**src/rtl/bcd_pkg.sv**
```systemverilog
// rtl/bcd_pkg.sv - shared types and constants for the sequential binary-to-BCD converter
package bcd_pkg;

    localparam int DIGIT_W = 4;

    typedef logic [DIGIT_W-1:0] bcd_digit_t;

    localparam bcd_digit_t ADJ_THRESH = 4'd5;
    localparam bcd_digit_t ADJ_ADD    = 4'd3;

    typedef enum logic [1:0] {
        IDLE,
        SHIFT,
        DONE
    } state_t;

endpackage

```
**src/rtl/bcd_digit_adj.sv**
```systemverilog
// rtl/bcd_digit_adj.sv - double-dabble digit correction: +3 when the digit is >= 5
//
// Ports:
//   digit_in   BCD digit before the shift
//   digit_out  digit_in + 3 if digit_in >= 5, else digit_in
module bcd_digit_adj
    import bcd_pkg::*;
(
    input  bcd_digit_t digit_in,
    output bcd_digit_t digit_out
);

    // Only legal digits 0..9 matter; out-of-range values (overflowed
    // scratch) simply wrap and are flagged by the top-level ovf bit.
    assign digit_out = (digit_in >= ADJ_THRESH) ? digit_in + ADJ_ADD : digit_in;

endmodule

```
**src/rtl/bin2bcd_seq.sv**
```systemverilog
// rtl/bin2bcd_seq.sv - sequential double-dabble binary-to-BCD converter with valid/ready handshakes
//
// Optional feature: define BIN2BCD_SIGNED_EN to treat in_data as two's
// complement; the magnitude is converted and out_sign carries the sign.
//
// Ports:
//   clk, rst_n           clock, asynchronous active-low reset
//   in_valid/in_ready    input handshake; in_ready high only in IDLE
//   in_data              binary value (BIN_W bits)
//   out_valid/out_ready  result handshake; result held while out_valid && !out_ready
//   out_bcd              DIGITS packed BCD digits, ones digit at [3:0]
//   out_ovf              value >= 10**DIGITS, out_bcd not meaningful
//   out_sign             (BIN2BCD_SIGNED_EN only) 1 = negative input
module bin2bcd_seq
    import bcd_pkg::*;
#(
    parameter int BIN_W  = 8,
    parameter int DIGITS = 3
) (
    input  logic                    clk,
    input  logic                    rst_n,
    input  logic                    in_valid,
    output logic                    in_ready,
    input  logic [BIN_W-1:0]        in_data,
    output logic                    out_valid,
    input  logic                    out_ready,
    output logic [DIGITS*4-1:0]     out_bcd,
    output logic                    out_ovf
`ifdef BIN2BCD_SIGNED_EN
    ,
    output logic                    out_sign
`endif
);

    localparam int BCD_W = DIGITS * DIGIT_W;
    localparam int CNT_W = $clog2(BIN_W + 1);

    state_t             state_q, state_d;
    logic [CNT_W-1:0]   cnt_q, cnt_d;
    logic [BIN_W-1:0]   bin_q, bin_d;
    logic [BCD_W-1:0]   bcd_q, bcd_d;
    logic               ovf_q, ovf_d;
    logic [BCD_W-1:0]   adj;
    logic [BIN_W-1:0]   load_mag;

`ifdef BIN2BCD_SIGNED_EN
    logic               sign_q, sign_d;
    logic               load_sign;

    // Negating the most-negative value yields 2^(BIN_W-1) when read as
    // unsigned, which is exactly the magnitude we want.
    assign load_sign = in_data[BIN_W-1];
    assign load_mag  = load_sign ? (~in_data + BIN_W'(1)) : in_data;
`else
    assign load_mag  = in_data;
`endif

    for (genvar g = 0; g < DIGITS; g++) begin : g_adj
        bcd_digit_adj u_adj (
            .digit_in  (bcd_q[g*DIGIT_W +: DIGIT_W]),
            .digit_out (adj[g*DIGIT_W +: DIGIT_W])
        );
    end

    always_comb begin
        state_d = state_q;
        cnt_d   = cnt_q;
        bin_d   = bin_q;
        bcd_d   = bcd_q;
        ovf_d   = ovf_q;
`ifdef BIN2BCD_SIGNED_EN
        sign_d  = sign_q;
`endif
        case (state_q)
            IDLE: begin
                if (in_valid) begin
                    bin_d   = load_mag;
                    bcd_d   = '0;
                    ovf_d   = 1'b0;
                    cnt_d   = '0;
`ifdef BIN2BCD_SIGNED_EN
                    sign_d  = load_sign;
`endif
                    state_d = SHIFT;
                end
            end
            SHIFT: begin
                // Shift {adjusted scratch, bin} left by one; the bit leaving
                // the top digit is a carry into a digit we do not have.
                bcd_d = {adj[BCD_W-2:0], bin_q[BIN_W-1]};
                bin_d = {bin_q[BIN_W-2:0], 1'b0};
                if (adj[BCD_W-1]) begin
                    ovf_d = 1'b1;
                end
                cnt_d = cnt_q + CNT_W'(1);
                if (cnt_q == CNT_W'(BIN_W - 1)) begin
                    state_d = DONE;
                end
            end
            DONE: begin
                if (out_ready) begin
                    state_d = IDLE;
                end
            end
            default: begin
                state_d = IDLE;
            end
        endcase
    end

    always_ff @(posedge clk or negedge rst_n) begin
        if (!rst_n) begin
            state_q <= IDLE;
            cnt_q   <= '0;
            bin_q   <= '0;
            bcd_q   <= '0;
            ovf_q   <= 1'b0;
`ifdef BIN2BCD_SIGNED_EN
            sign_q  <= 1'b0;
`endif
        end else begin
            state_q <= state_d;
            cnt_q   <= cnt_d;
            bin_q   <= bin_d;
            bcd_q   <= bcd_d;
            ovf_q   <= ovf_d;
`ifdef BIN2BCD_SIGNED_EN
            sign_q  <= sign_d;
`endif
        end
    end

    assign in_ready  = (state_q == IDLE);
    assign out_valid = (state_q == DONE);
    assign out_bcd   = bcd_q;
    assign out_ovf   = ovf_q;
`ifdef BIN2BCD_SIGNED_EN
    assign out_sign  = sign_q;
`endif

endmodule

```
**config.mk**
```make
export PLATFORM = sky130hd
export DESIGN_NAME = bin2bcd_seq
export DESIGN_NICKNAME = d
export VERILOG_FILES = /design/src/rtl/bcd_pkg.sv /design/src/rtl/bcd_digit_adj.sv /design/src/rtl/bin2bcd_seq.sv
export SDC_FILE = /design/constraint.sdc
export NUM_CORES = 1
export LEC_CHECK = 0
export CAP_MARGIN = 20
export CORE_MARGIN = 5
export CORE_UTILIZATION = 23
export CTS_BUF_LIST = sky130_fd_sc_hd__clkbuf_2
export CTS_CLUSTER_SIZE = 12
export DETAILED_ROUTE_END_ITERATION = 8
export DONT_BUFFER_PORTS = 1
export PLACE_DENSITY = 0.37
export RECOVER_POWER = 50
export SKIP_CTS_REPAIR_TIMING = 1
export SKIP_LAST_GASP = 1
export SYNTH_ARGS = -nofsm -noshare
export SYNTH_HDL_FRONTEND = slang
export SYNTH_SLANG_ARGS = --single-unit
```
**constraint.sdc**
```tcl
create_clock -name clk -period 1.91 [get_ports clk]
set_clock_uncertainty 0.15 [all_clocks]
set_input_delay 0.382 -clock clk [delete_from_list [all_inputs] [get_ports clk]]
set_output_delay 0.382 -clock clk [all_outputs]
set_load 0.03 [all_outputs]
```
* Word level (Yosys, flattened, before mapping)
Index checks and enable logic that the tools add are counted.
** Storage, ports and cells
- Bits in registers :: 27
- Word-level logic and storage cells :: 40
- Output and inout port bits :: 15
- Input bits :: 12
** Cells by class
- Eq/ne operators :: 7
- Reduce and logical (&&, ||, !) cells :: 5
- Magnitude comparators :: 3
- Mux-type cells :: 16
- $add $sub $neg :: 4
** Operators with widths (number)
- 12-bit one-hot mux with 2 select lines :: 1
- 4-bit two-way mux :: 4
- 8-bit one-hot mux with 2 select lines :: 1
- 4-bit by 2-bit adder with 4-bit output (second input constant) :: 3
- 4-bit by 3-bit greater-or-equal comparator with 1-bit output (second input constant) :: 3
- 12-bit two-way mux :: 1
- 8-bit two-way mux :: 1
- 4-bit one-hot mux with 2 select lines :: 1
- 2-bit two-way mux :: 3
- 2-bit one-hot mux with 3 select lines :: 1
- 3-bit AND reduction :: 2
- 4-bit by 1-bit adder with 4-bit output (second input constant) :: 1
- 4-bit by 3-bit equality test with 1-bit output (second input constant) :: 1
- 2-bit by 1-bit != test with 1-bit output (second input constant) :: 2
- 2-bit != test (second input constant) :: 2
- 2-bit by 1-bit equality test with 1-bit output (second input constant) :: 1
- 2-bit equality test (second input constant) :: 1
- 2-bit logical NOT :: 1
- 1-bit two-way mux :: 2
- 1-bit one-hot mux with 2 select lines :: 1
- 2-bit AND reduction :: 1
- 2-bit nonzero test :: 1

* Logic depth before layout (Yosys ltp)
Gate-level depths: netlist of run 1.
- Depth in word-level cells :: 4
- Mapped depth :: 5
- Mapped depth without buffers :: 5

* Hierarchy
Synthesis of run 1 repeated with hierarchy kept, for this count alone.
** Unflattened totals
- Cells, all modules :: 153
- Area, all modules :: 1487.7 um^2
** Modules (own cells, without submodules)
- bin2bcd_seq :: sequential area each 675.6 um^2, area each 1183.6 um^2, cells an instance 105, times used 1
- bcd_digit_adj :: sequential area each 0.0 um^2, area each 101.3 um^2, cells an instance 16, times used 3

* Least setup slack after synthesis of run 1
OpenSTA, ideal clock, no wires.
- Kind :: register to register
- Start :: register bcd_q[8] (netlist: out_bcd[8])
- End :: register bcd_q[10] (netlist: out_bcd[10])
- Period minus slack after synthesis :: 1.681 ns
- Setup slack :: 0.229 ns
- Arrival :: 1.427 ns
- Library setup time :: 0.104 ns
- Cell stages (with the launch flop) :: 6
- Data required time :: 1.656 ns
- Path buffers :: 0
- Path through :: dfrtp_1 inv_1 ha_1 nor2b_1 o21a_1 o311ai_1
** Between the ends
- Cells in the longest elaborated chain, start to end :: 3
- Elaborated cells on any way between the ends :: 4
- Classes of those cells :: add/sub (1); order compare (1); mux (2)
** Ends and longest elaborated chain
- start, declared :: line bin2bcd_seq.sv:41 : logic [BCD_W-1:0] bcd_q, bcd_d;
- start signal, assigned :: line bin2bcd_seq.sv:116 : bcd_q <= '0;
- start signal, assigned :: line bin2bcd_seq.sv:125 : bcd_q <= bcd_d;
- 4-bit by 2-bit adder with 4-bit output / 4-bit by 3-bit greater-or-equal comparator with 1-bit output (equally long branches) :: line bcd_digit_adj.sv:15 : assign digit_out = (digit_in >= ADJ_THRESH) ? digit_in + ADJ_ADD : digit_in;
- 4-bit two-way mux * :: line bcd_digit_adj.sv:15
- 12-bit one-hot mux with 2 select lines * :: line bin2bcd_seq.sv:74 : case (state_q)
Mark *: on every way between the ends. The rest lies on a longest branch, timed or not.
A chain may end at the register's enable or synchronous reset.

* Final worst setup path of run 1
- Start :: register state_q[0]
- End :: output port in_ready
** Between the ends
- Cells in the longest elaborated chain, start to end :: 1
** Ends and longest elaborated chain
- start, declared :: line bin2bcd_seq.sv:38 : state_t state_q, state_d;
- start signal, assigned :: line bin2bcd_seq.sv:122 : state_q <= state_d;
- 2-bit logical NOT :: line bin2bcd_seq.sv:133 : assign in_ready = (state_q == IDLE);
- end, declared :: line bin2bcd_seq.sv:23 : output logic in_ready,
No other way between the ends.

==> impl_metrics.json, run 1 <==
{
  "endpoint": "in_ready",
  "area_delta_synth_final_pct": 15.5,
  "path_max_fanout": 10,
  "layout-drive-gt1-share": 0.189,
  "clockBufferDepth": 2,
  "grt_pass1_vias": 1281,
  "slew_headroom": 0.519,
  "dominantRegCellSynth": "dfrtp_1",
  "r2r-end": "out_bcd[3]",
  "cp-startpoint": "state_q[0]",
  "clock_sinks": 27,
  "synth_top_area_frac": 0.446,
  "rows": 29,
  "grt_pass1_wl_um": 6410,
  "r2r_cells": 4,
  "clk_pin_slew_ns": 0.24,
  "syn_area_um2": 1510,
  "min_period_ns": 1.82,
  "fin_nets": 189,
  "clk_latency_ns": 0.36,
  "die-area_um2": 8300,
  "cp-end-kind": "primary output",
  "rsz0062_at_grt": "true",
  "critPathKind": "reg -> out",
  "cp.required_ns": 1.38,
  "synth_edf_count": 0,
  "setup_viol": 0,
  "slew_viol_final": 0,
  "synth.avg_cell_area_um2": 9.96,
  "drt_iter0_drc": 76,
  "grt_max_degree": 28,
  "r2r-start": "state_q[1]",
  "synth_top_cells_by_area": "dfrtp_1 (45%), ha_1 (5.8%), o21ai_0 (4.6%)",
  "total_power_w": 0.00313,
  "gp_congestion": 0.767,
  "dieWidth_um": 91.1,
  "core_region_area_um2": 6390,
  "cts_tree": "yes",
  "yosysWarningCount": 0,
  "initial_core_util": 0.237,
  "boundaryPins": 27,
  "hold_viol": 0,
  "yosysSeqAreaShare": 0.446,
  "ant_nets": 0,
  "critPathLaunchType": "flip-flop",
  "yosys.cell_count.top_type": "dfrtp_1",
  "post-place-ws_ns": 0.256,
  "io_buffers": 0,
  "setup_slack_ns": 0.0912,
  "antenna_cells": 0,
  "stdcell_area_um2": 1750,
  "arrival_ns": 1.29,
  "outcome": "completed",
  "final_util": 0.274,
  "grtUsageTotal": 0.0932,
  "h-tree-depth": 1,
  "max_freq_mhz": 550,
  "firstDrtPassIters": 4,
  "dr_total_vias": 1218,
  "leakage_nw": 0.766,
  "vias_per_cell": 4.95,
  "placed_cell_area_um2": 1670,
  "hp-class": "in -> reg",
  "dp_hpwl_um": 2680,
  "cts_buffers": 3,
  "r2r_slack_ns": 0.19,
  "synth.ff_latch_count": 27,
  "cap_viol_max_count": 0,
  "fin_crit_sh": 0.952,
  "peakVddDrop_mv": 0.613,
  "async_flop_share": 1.00,
  "drc": 0,
  "synth_common_cells": "dfrtp_1 (27), o21ai_0 (14), inv_1 (13), nand2_1 (12), nor2b_1 (11)",
  "power_density_nw_per_um2": 1790,
  "syn_inst": 152,
  "root_buffer": "clkbuf_2",
  "routed_wl_um": 3800,
  "die_h_um": 91.1,
  "route.detailed.wl_per_inst_um": 15.5,
  "synth_top_area_cell": "dfrtp_1",
  "syn_nets": 171,
  "antenna_found_initial": 0,
  "tightest_slew_ns": 0.721,
  "grt.overflow.total": 0,
  "yosysUniqueCellTypes": 32
}
-- critical path, stage by stage (launching register included) --
cell	delay [ns]
dfrtp_2	0.51
buf_6	0.15
nor2_1	0.10
buf_4	0.17
-- power by group --
| part | total (W) | internal, W | leakage [nW] | switching, W |
|---|---|---|---|---|
| Combinational | 0.00179 | 0.000757 | 0.405 | 0.00103 |
| Sequential | 0.00112 | 0.000821 | 0.344 | 0.000296 |
| Clock | 0.000226 | 0.0000552 | 0.0166 | 0.000171 |
-- area by class of cell --
cell class | count | area [um^2]
clock buffer | 4 | 20.0
fill | 697 | 4640
inverter | 13 | 48.8
multi-input combinational | 104 | 743
sequential | 27 | 678
tap | 77 | 96.3
timing repair buffer | 21 | 161
-- how the worst min path moves through the flow --
stage / end / slack [ns] / depth (start not counted) / startpoint
floorplan: bin_q[0] / -0.06 / 0 / rst_n
global placement: out_bcd[3] / -0.06 / 0 / rst_n
detailed placement: out_bcd[3] / -0.06 / 0 / rst_n
CTS: cnt_q[2] / -0.53 / 0 / rst_n
global route: bin_q[4] / 0.002 / 2 / in_data[4]
finish: bin_q[3] / 0.06 / 2 / in_data[3]
-- sequential cells by signal, indices dropped and copies added, names as in the netlist --
name	cells
state_q	2
out_ovf	1
cnt_q	4
bin_q	8
out_bcd	12
-- through the flow --
step / hold slack, ns / std cells / setup TNS, ns
3_3_place_gp: -0.0625 / 235 / 0
6_report: 0.0552 / 246 / 0
3_5_place_dp: -0.0623 / 235 / 0
5_1_grt: 0.00184 / 246 / -0.0226
4_1_cts: -0.532 / 239 / -0.123
2_1_floorplan: -0.0636 / 152 / 0
-- layer usage --
layer,GRT usage,vias up,routed length [um]
li1,-,594,-
met1,0.124,593,1820
met2,0.142,29,1690
met3,0.0397,2,282
met4,0.0183,0,14
met5,0,-,0
-- cell families (layout without fill, tap and decap cells) --
group	after synthesis	after routing	synth area share
AO/OA/AOI/OAI	60	60	0.289
adder cells (fa/ha/maj)	7	7	0.0578
buffers and inverters	21	38	0.0628
XOR/XNOR	3	3	0.0174
flip-flops	27	27	0.446
AND/OR/NAND/NOR	33	33	0.119
multiplexers	1	1	0.00744
-- placed cells by master (no fill, tap or decap), types with 2 or more instances in the layout --
master,instances
o21ai_0,14
a22o_1,3
o2111ai_1,6
clkbuf_2,5
ha_1,7
o221ai_1,3
inv_1,13
nor2_1,3
o21ai_1,2
dfrtp_1,25
buf_4,18
nand2_1,12
xnor2_1,3
o32ai_1,2
nor2b_1,11
a21oi_1,9
o21a_1,3
dfrtp_2,2
o31ai_2,3
o311ai_1,3
nand2b_1,2
a32o_1,3
a22oi_1,6
(Power assumes the default switching activity.)
==> inputs of run 2 (changes only) <==
==> constraint.sdc (replaced) <==
create_clock -name clk -period 2.3 [get_ports clk]
set_clock_uncertainty 0.15 [all_clocks]
set_input_delay 0.46 -clock clk [delete_from_list [all_inputs] [get_ports clk]]
set_output_delay 0.46 -clock clk [all_outputs]
set_load 0.03 [all_outputs]
==> run 2 against run 1 <==
Net effect: critical path depth down 2; via count fell by 1.3%; setup slack better by 0.060 ns; clock power fell by 12%; combinational power fell by 36%; cell count fell by 6.1%; wire length is 1.4% higher; hold slack improved by 0.051 ns; global-route usage down 0.16 points; critical path type unchanged; critical endpoint unchanged; highest routed layer unchanged.
==> impl_metrics.json, run 2 (same netlist as run 1, synthesis figures left out) <==
{
  "firstDrtPassIters": 4,
  "area_delta_synth_final_pct": 7.60,
  "multi_input_area_um2": 739,
  "cap_viol_max_count": 0,
  "peakVddDrop_mv": 0.512,
  "stdcell_count": 231,
  "routed_wl_um": 3860,
  "holdPathEnd": "state_q[1]",
  "clockBufferDepth": 2,
  "tns_ns": 0,
  "clk_latency_ns": 0.37,
  "power_density_nw_per_um2": 1500,
  "rows": 29,
  "boundaryPins": 27,
  "max_freq_mhz": 465,
  "seqCellArea_um2": 676,
  "arrival_ns": 1.54,
  "path_delay_family": "flip-flops",
  "antenna_found_initial": 0,
  "setup_viol": 0,
  "fill_cells": 675,
  "clk_pin_slew_ns": 0.26,
  "gp_congestion": 0.827,
  "max_stage_delay_ns": 0.64,
  "dieWidth_um": 91.1,
  "hp-start": "out_ready",
  "hp-class": "in -> reg",
  "cp-end-kind": "primary output",
  "final_cell_mix": "dfrtp_1 (27), o21ai_0 (14), inv_1 (13), nand2_1 (12), nor2b_1 (11)",
  "leakage_nw": 0.693,
  "ant_nets": 0,
  "path_max_fanout": 19,
  "largest_register_ffs": 12,
  "placedCellCount": 225,
  "fin_nets": 174,
  "cp.required_ns": 1.69,
  "cts_tree": "yes",
  "placed_cell_area_um2": 1590,
  "h-tree-depth": 1,
  "slew_headroom": 0.129,
  "clock_sinks": 27,
  "r2r-start": "out_bcd[0]",
  "drc": 0,
  "drt_iter0_drc": 69,
  "crit_buf_inv": 0,
  "route.detailed.wl_per_inst_um": 16.7,
  "dr_total_vias": 1202,
  "initial_core_util": 0.237,
  "r2r_cells": 5,
  "rsz0062_at_grt": "false",
  "path_cells": "nor2_1",
  "stdcell_area_um2": 1630,
  "layout-drive-gt1-share": 0.0779,
  "root_buffer": "clkbuf_2",
  "final_util": 0.255,
  "slowest_stage": "dfrtp_1",
  "r2r-end": "out_bcd[2]",
  "die_h_um": 91.1,
  "grt.overflow.total": 0,
  "cts_buffers": 3,
  "die-area_um2": 8300,
  "final_common_cell": "dfrtp_1",
  "slew_viol_final": 0,
  "grtUsageTotal": 0.0916,
  "core_region_area_um2": 6390,
  "tightest_slew_ns": 1.31,
  "setup_slack_ns": 0.151,
  "outcome": "completed",
  "hold_viol": 0,
  "antenna_cells": 0,
  "grt_pass1_wl_um": 6220,
  "r2r_slack_ns": 0.38,
  "critPathKind": "reg -> out",
  "holdPathStages": 2,
  "fin_crit_sh": 0.934,
  "min_period_ns": 2.15,
  "io_buffers": 0,
  "grt_max_degree": 28,
  "critPathLaunchType": "flip-flop",
  "dp_hpwl_um": 2660,
  "grt_pass1_vias": 1222,
  "post-place-ws_ns": 0.429,
  "vias_per_cell": 5.20
}
## run 2: cell types whose count changed in the layout (fill, tap and decap cells not counted), sizes merged
cell / change
buf: -16
dlymetal6s4s: +1
## run 2: stage by stage
stage          hold WS (ns)  power (W)
2_1_floorplan        0.0144    0.00199
6_report              0.106    0.00244
5_1_grt              0.0697    0.00265
3_5_place_dp         0.0154    0.00226
3_3_place_gp         0.0156    0.00221
4_1_cts              -0.473    0.00247
## run 2: layout make-up
class | count | area share
clock buffers | 4 | 0.0123
inverters | 13 | 0.0300
multi-input cells | 104 | 0.454
flip-flops and latches | 27 | 0.415
well taps | 77 | 0.0591
repair buffers | 6 | 0.0300
## run 2: worst max path at each step
stage | start | end | slack, ns | cells after the start
after floorplan | state_q[0] | in_ready | 0.60 | 3
after global placement | out_bcd[0] | out_bcd[2] | 0.46 | 5
after detailed placement | state_q[0] | out_bcd[10] | 0.43 | 3
after CTS | state_q[0] | in_ready | 0.10 | 1
after global routing | state_q[0] | in_ready | 0.05 | 1
final | state_q[0] | in_ready | 0.15 | 1
## run 2: metal layers
layer / share of wire / global-route usage
met5: 0 / 0
met4: 0.0054 / 0.0196
met3: 0.063 / 0.0347
met2: 0.44 / 0.141
met1: 0.49 / 0.123
## run 2: power by group
group	leakage [nW]	switching (W)	internal, W	total (W)
sequential	0.346	0.000420	0.000676	0.00110
clock	0.0166	0.000153	0.0000458	0.000199
combinational	0.330	0.000668	0.000482	0.00115
